### src/rtl/sine_pwm.sv
// Sine PWM modulator: a free-running CNT_W-bit counter compared against a duty value that is
// refreshed once per PWM period from a single-entry shadow buffer fed by the sine LUT reader.
// DATA_W must equal CNT_W; duty and counter are compared as plain unsigned values.
module sine_pwm #(
  parameter int unsigned CNT_W  = 10,
  parameter int unsigned DATA_W = 10
) (
  input  logic              clk,
  input  logic              reset,
  input  logic              enable,
  input  logic              data_valid,
  input  logic [DATA_W-1:0] pwm_sin_val,
  output logic              pwm_out,
  output logic              period_start,
  output logic              sample_req,
  output logic              underrun,
  output logic              overrun,
  output logic              busy
);

  typedef enum logic [0:0] {StIdle, StRun} state_e;

  state_e            state_q, state_d;
  logic [CNT_W-1:0]  cnt_q, cnt_d;
  logic [DATA_W-1:0] duty_q, duty_d;
  logic [DATA_W-1:0] shadow_q, shadow_d;
  logic              shadow_full_q, shadow_full_d;
  logic              pwm_q, pwm_d;
  logic              underrun_q, underrun_d;
  logic              overrun_q, overrun_d;

  logic              wrap;
  logic              load;

  // Next-state logic: FSM, counter, shadow buffer, duty reload and sticky flags.
  always_comb begin
    state_d       = state_q;
    cnt_d         = cnt_q;
    duty_d        = duty_q;
    shadow_d      = shadow_q;
    shadow_full_d = shadow_full_q;
    underrun_d    = underrun_q;
    overrun_d     = overrun_q;

    wrap = (state_q == StRun) && (cnt_q == '1);
    // A new period begins next cycle: first RUN cycle, or a wrap while still enabled.
    load = enable && ((state_q == StIdle) || wrap);

    unique case (state_q)
      StIdle: begin
        cnt_d = '0;
        if (enable) state_d = StRun;
      end
      StRun: begin
        cnt_d = cnt_q + CNT_W'(1);
        if (wrap && !enable) state_d = StIdle;
      end
      default: begin
        state_d = StIdle;
        cnt_d   = '0;
      end
    endcase

    if (data_valid) begin
      shadow_d      = pwm_sin_val;
      shadow_full_d = 1'b1;
      // Overwriting an unconsumed sample loses it, unless this cycle's reload takes the new one.
      if (shadow_full_q && !load) overrun_d = 1'b1;
    end

    if (load) begin
      if (data_valid) begin
        duty_d = pwm_sin_val;
      end else if (shadow_full_q) begin
        duty_d = shadow_q;
      end else begin
        underrun_d = 1'b1;
      end
      shadow_full_d = 1'b0;
    end

    pwm_d = (state_q == StRun) && (cnt_q < duty_q);
  end

  // State registers with synchronous active-high reset.
  always_ff @(posedge clk) begin
    if (reset) begin
      state_q       <= StIdle;
      cnt_q         <= '0;
      duty_q        <= '0;
      shadow_q      <= '0;
      shadow_full_q <= 1'b0;
      pwm_q         <= 1'b0;
      underrun_q    <= 1'b0;
      overrun_q     <= 1'b0;
    end else begin
      state_q       <= state_d;
      cnt_q         <= cnt_d;
      duty_q        <= duty_d;
      shadow_q      <= shadow_d;
      shadow_full_q <= shadow_full_d;
      pwm_q         <= pwm_d;
      underrun_q    <= underrun_d;
      overrun_q     <= overrun_d;
    end
  end

  // Outputs decoded from registered state; sample_req also fires in the IDLE->RUN cycle.
  always_comb begin
    busy         = (state_q == StRun);
    period_start = busy && (cnt_q == '0);
    sample_req   = !reset && (period_start || ((state_q == StIdle) && enable));
    pwm_out      = pwm_q;
    underrun     = underrun_q;
    overrun      = overrun_q;
  end

endmodule

### config.mk
export PLATFORM = sky130hd
export DESIGN_NAME = sine_pwm
export DESIGN_NICKNAME = d
export VERILOG_FILES = /design/src/rtl/sine_pwm.sv
export SDC_FILE = /design/constraint.sdc
export NUM_CORES = 1
export LEC_CHECK = 0
export CAP_MARGIN = 25
export CORE_MARGIN = 3
export CORE_UTILIZATION = 55
export CTS_BUF_LIST = sky130_fd_sc_hd__clkbuf_8
export DETAILED_ROUTE_END_ITERATION = 8
export HOLD_SLACK_MARGIN = 0.15
export PLACE_DENSITY = 0.79
export SLEW_MARGIN = 20
export SYNTH_ARGS = -nofsm -noshare
export SYNTH_HDL_FRONTEND = slang
export SYNTH_SLANG_ARGS = --single-unit
export TNS_END_PERCENT = 5
### constraint.sdc
create_clock -name clk -period 2 [get_ports clk]
set_input_delay 0.4 -clock clk [delete_from_list [all_inputs] [get_ports clk]]
set_output_delay 0.4 -clock clk [all_outputs]
set_load 0.02 [all_outputs]
# == Word-level counts from Yosys, hierarchy flattened ==
# Index checks and enable logic that the tools add are counted.
# totals
wordCells,39
out_inout_bits,6
register_bits,35
# op_classes
addsub,1
order_cmp,1
reduce_logical,19
n_bitwise,3
n_mux,6
eq_ne,1
# op_table
operator,count
10-bit 2-to-1 mux,2
10-bit one-hot mux with 2 select lines,1
"10-bit by 1-bit adder with 10-bit output, second input constant",1
"10-bit equality test, second input constant",1
10-bit logical NOT,1
10-bit less-than comparator,1
1-bit logical AND,8
2-bit AND reduction,2
1-bit logical NOT,3
1-bit NOT,3
3-bit AND reduction,1
1-bit logical OR,2
1-bit 2-to-1 mux,2
1-bit one-hot mux with 2 select lines,1
2-bit nonzero test,1
2-bit OR reduction,1

# == Logic depth before layout (Yosys ltp) ==
# logic_depth
word_depth,7
depth_mapped,6
mapped_depth_nobuf,6

# == Least setup slack after synthesis ==
# Ideal clock, no wire load.
# synth_timing
path_type,reg-to-reg
from,reg cnt_q[0]
to,reg duty_q[0]
setup_time_ns,0.121
t_arrival_ns,1.639
stages_incl_launch_ff,7
setup_slack_ns,0.240
path_buffers,1
required_time_ns,1.879
cell_sequence,dfxtp_1 -> ha_1 -> nand3_1 -> o41ai_4 -> nand3b_2 -> buf_6 -> mux2_4
# synth_via
elab_chain_cells,5
# synth_rtl
item,line_no,text
"start, declared",24,"logic [CNT_W-1:0] cnt_q, cnt_d;"
"start signal, assigned",98,cnt_q <= cnt_d;
10-bit equality test,45,wrap = (state_q == StRun) && (cnt_q == '1);
1-bit logical AND,45,
1-bit logical OR,47,load = enable && ((state_q == StIdle) || wrap);
1-bit logical AND,47,
2-bit AND reduction (no line),--,
"end signal, assigned",99,duty_q <= duty_d;
"end, declared",25,"logic [DATA_W-1:0] duty_q, duty_d;"
# No other way between the ends.
# A chain may end at the register's enable or synchronous reset.

# == Final worst setup path ==
# layout_timing
from,reg cnt_q[0]
to,out sample_req
# layout_via
elab_chain_cells,4
# layout_rtl
item,line_no,text
10-bit logical NOT,111,period_start = busy && (cnt_q == '0);
1-bit logical AND,111,
1-bit logical OR,112,sample_req = !reset && (period_start || ((state_q == StIdle) && enable));
1-bit logical AND,112,
"end, declared",15,"output logic sample_req,"
# No other way between the ends.

==> impl_results.md <==
* Worst-Skew Late Latency at 0.29 ns
* Fin crit share at between 90% and 100%
* Net Count, Synth at 191
* Crit Reg-Reg Startpoint: cnt_q[0]
* Critical Path Fanout Max at 2
* Gr usage total at 21.2%
* Nets at between 200 and 250
* Register-to-register setup slack at 0.18 ns
* CP Capture Type: output pin
* Leakage at 0.946 nW
* Via count at 1287
* Final worst slack at 0.102 ns
* Mapped Cells at 166
* Final core occ at 75.9%
* Synth unique cells at 33
* Share of layout cells above drive strength 1 at 24.9%
* CP startpoint: cnt_q[0]
* Synth Cell Area at 1630 um^2
* Yosys top cell by area: dfxtp_1
* Syn Area/Cell at 9.81 um^2
* Worst-path clk slew at roughly 0.070 ns
* CTS tree: yes
* Initial antenna violation count at 0
* Startpoint types: register
* Slew HR at 81.3%
* FILL cells at 185
* Deepest clock path buffer count at 2
* Worst Setup EP: sample_req
* Mux contribution to synthesized area at 15.4%
* First-pass GRT wire length at around 5500 um
* Final setup vio count at 0
* Yosys reg bits at 35
* CTS sink count at 35
* Final HPWL DP at 2460 um
* Worst vdd ir at 0.856 mV
* Die Footprint at 3650 um^2
* Post-Layout Inst Area at 2110 um^2
* Reg-to-Reg End: duty_q[6]
* Number of max-cap violations at 0
* RSZ-0062 raised after global routing: no
* Slew @ Worst Pin at 0.280 ns
* GRT overflow at 0
* Compound-Gate Fraction of Synth Area at roughly 8.6%
* Main combinational cell family by area after synthesis: simple AND/OR/NAND/NOR gates
* Seq/Total Area, Yosys at 43.0%
* Area share of the largest cell type after synthesis at 43.0%
* Port Buffers at 19
* Iter 0 DRT Violations at between 50 and 60
* XOR/XNOR Fraction of Synth Area at 3.23%
* Routed Antenna Nets at 0
* Final Max Slew Viols at 0
* Commonest non-fill, non-tap cell in the layout: dfxtp_1
* Worst Path Required at 1.60 ns
* Hold Crit Class: reg2reg
* Setup WS pre-CTS at -0.186 ns
* Wire per inst at 14.5 um
* Die Height at 60.4 um
* Area contributors post-synth: dfxtp_1 43%, mux2_4 9.2%, ha_1 8.4%
* Core footprint at 2780 um^2
* Syn-to-layout area delta at 29.6%
* Drt pass-1 iters at 4
* Synth Area in Adders at 8.45%
* Crit path kind: reg2out
* Ports at 20
* Outcome: complete, no violations
* Antenna Cells at 0
* Clk root buf: clkbuf_8
* Pin count of the biggest net entering global routing at 26
* Vias per std cell at 5.45
* Std-Cell Rows at 19
* Fmax at 527 MHz
* H-tree depth at 2
* TritonCTS buffer count at 5
* Cell Area, Placed at 1960 um^2
* Residual DRC at 0
* Post-layout minimum cycle time at ~1.9 ns
* Final Routed Wirelength at 3430 um
* Die width at 60.4 um
* Setup clock skew after layout at 0.00546 ns
* Worst Reg2Reg Path Length in Cells at 7
* Most frequent cells in the layout: 33 x dfxtp_1, 31 x nor2_1, 19 x buf_4, 17 x clkdlybuf4s50_1, 14 x inv_1
* Initial Util at 58.6%
* Hold Buf Count CTS at 0
* Vias in the first global route at 1232
* GP Congestion at 0.789
* YS warnings at 0
* P per Cell Area at between 700 and 800 nW/um^2
* CP Data Arrival Time at around 1.5 ns
* Final Hold Vio Count at 0
* Synth Area in Simple Gates at between 15 and 20%
registers in the layout, summed over array words and instances, names as in the netlist:
register / count
shadow_q: 10
duty_q: 10
underrun: 1
busy: 1
pwm_out: 1
shadow_full_q: 1
cnt_q: 10
overrun: 1
metrics by stage:
stage / instances / total power [mW] / hold WS [ns] / TNS [ns]
global route: 236 / 1.63 / 0.497 / 0
finish: 236 / 1.56 / 0.470 / 0
floorplan: 166 / 0.859 / 0.445 / 0
global placement: 228 / 0.928 / 0.452 / -0.194
CTS: 236 / 1.57 / 0.476 / 0
detailed placement: 228 / 0.938 / 0.460 / -0.320
per-layer routing:
| metal | vias up | global-route usage [%] | part of all wire, % |
|---|---|---|---|
| met3 | 16 | 5.11 | 4.0 |
| met5 | - | 0 | 0 |
| met1 | 610 | 24.1 | 42 |
| met2 | 25 | 35.3 | 50 |
| met4 | 0 | 13.9 | 3.9 |
| li1 | 636 | - | - |
worst min-delay path by stage:
stage	end	start	cells past startpoint	slack (ns)
after global placement	underrun	underrun	2	0.45
final	underrun	underrun	2	0.47
after floorplan	cnt_q[0]	cnt_q[0]	1	0.44
after global routing	underrun	underrun	2	0.50
after CTS	underrun	underrun	2	0.48
after detailed placement	underrun	underrun	2	0.46
cell usage after synthesis, drive strengths merged:
| library cell | number |
|---|---|
| dfxtp | 35 |
| nor2 | 31 |
| inv | 16 |
| ha | 11 |
| mux2 | 10 |
| mux2i | 10 |
| a21oi | 7 |
| nand2 | 6 |
| clkbuf | 4 |
| o21ai | 4 |
| xor2 | 4 |
| nand3 | 3 |
| a31oi | 2 |
| and4 | 2 |
| buf | 2 |
| nand2b | 2 |
| nand4 | 2 |
| or3 | 2 |
| xnor2 | 2 |
| a2111o | 1 |
| a211oi | 1 |
| a21o | 1 |
| a311oi | 1 |
| and3 | 1 |
| nand3b | 1 |
| nor2b | 1 |
| nor4 | 1 |
| nor4b | 1 |
| o21ba | 1 |
| o41ai | 1 |
kinds of logic (layout without fill, tap and decap cells):
| family | count (synthesis) | count (layout) |
|---|---|---|
| AOI/OAI and AO/OA | 19 | 19 |
| xor gates and xnor gates | 6 | 6 |
| adders and majority gates | 11 | 11 |
| buffers and inverters | 22 | 61 |
| DFF | 35 | 35 |
| muxes | 20 | 20 |
| and+or+nand+nor | 53 | 53 |
where the power goes:
part	internal (mW)	leakage, nW	switching [mW]
logic	0.106	0.601	0.0880
registers	0.726	0.287	0.00975
clock network	0.371	0.0581	0.263
total	1.20	0.946	0.361
final cells by class:
class / instances / area (um^2) / area share [%]
clock inverters: 3 / 43.8 / 2.07
flip-flops and latches: 35 / 703 / 33.3
clock buffers: 5 / 68.8 / 3.26
repair buffers: 37 / 324 / 15.3
inverters: 16 / 60.1 / 2.84
multi-input cells: 109 / 873 / 41.4
well taps: 31 / 38.8 / 1.84
critical path, stage by stage, from the launching register on:
cell     delay, ns
dfxtp_2       0.33
inv_2         0.06
ha_4          0.12
nor4b_4       0.19
and4_4        0.26
o21ba_4       0.14
buf_6         0.11
what timing repair did:
| action | 4_1_cts | 5_1_grt |
|---|---|---|
| setup endpoints to repair | 2 | 2 |
| pin swaps | 1 | 1 |
| resized for setup | 8 | 11 |
| setup buffers | 0 | 0 |
| gates cloned | 0 | 0 |
No activity file was read; power rests on OpenSTA's default activity.
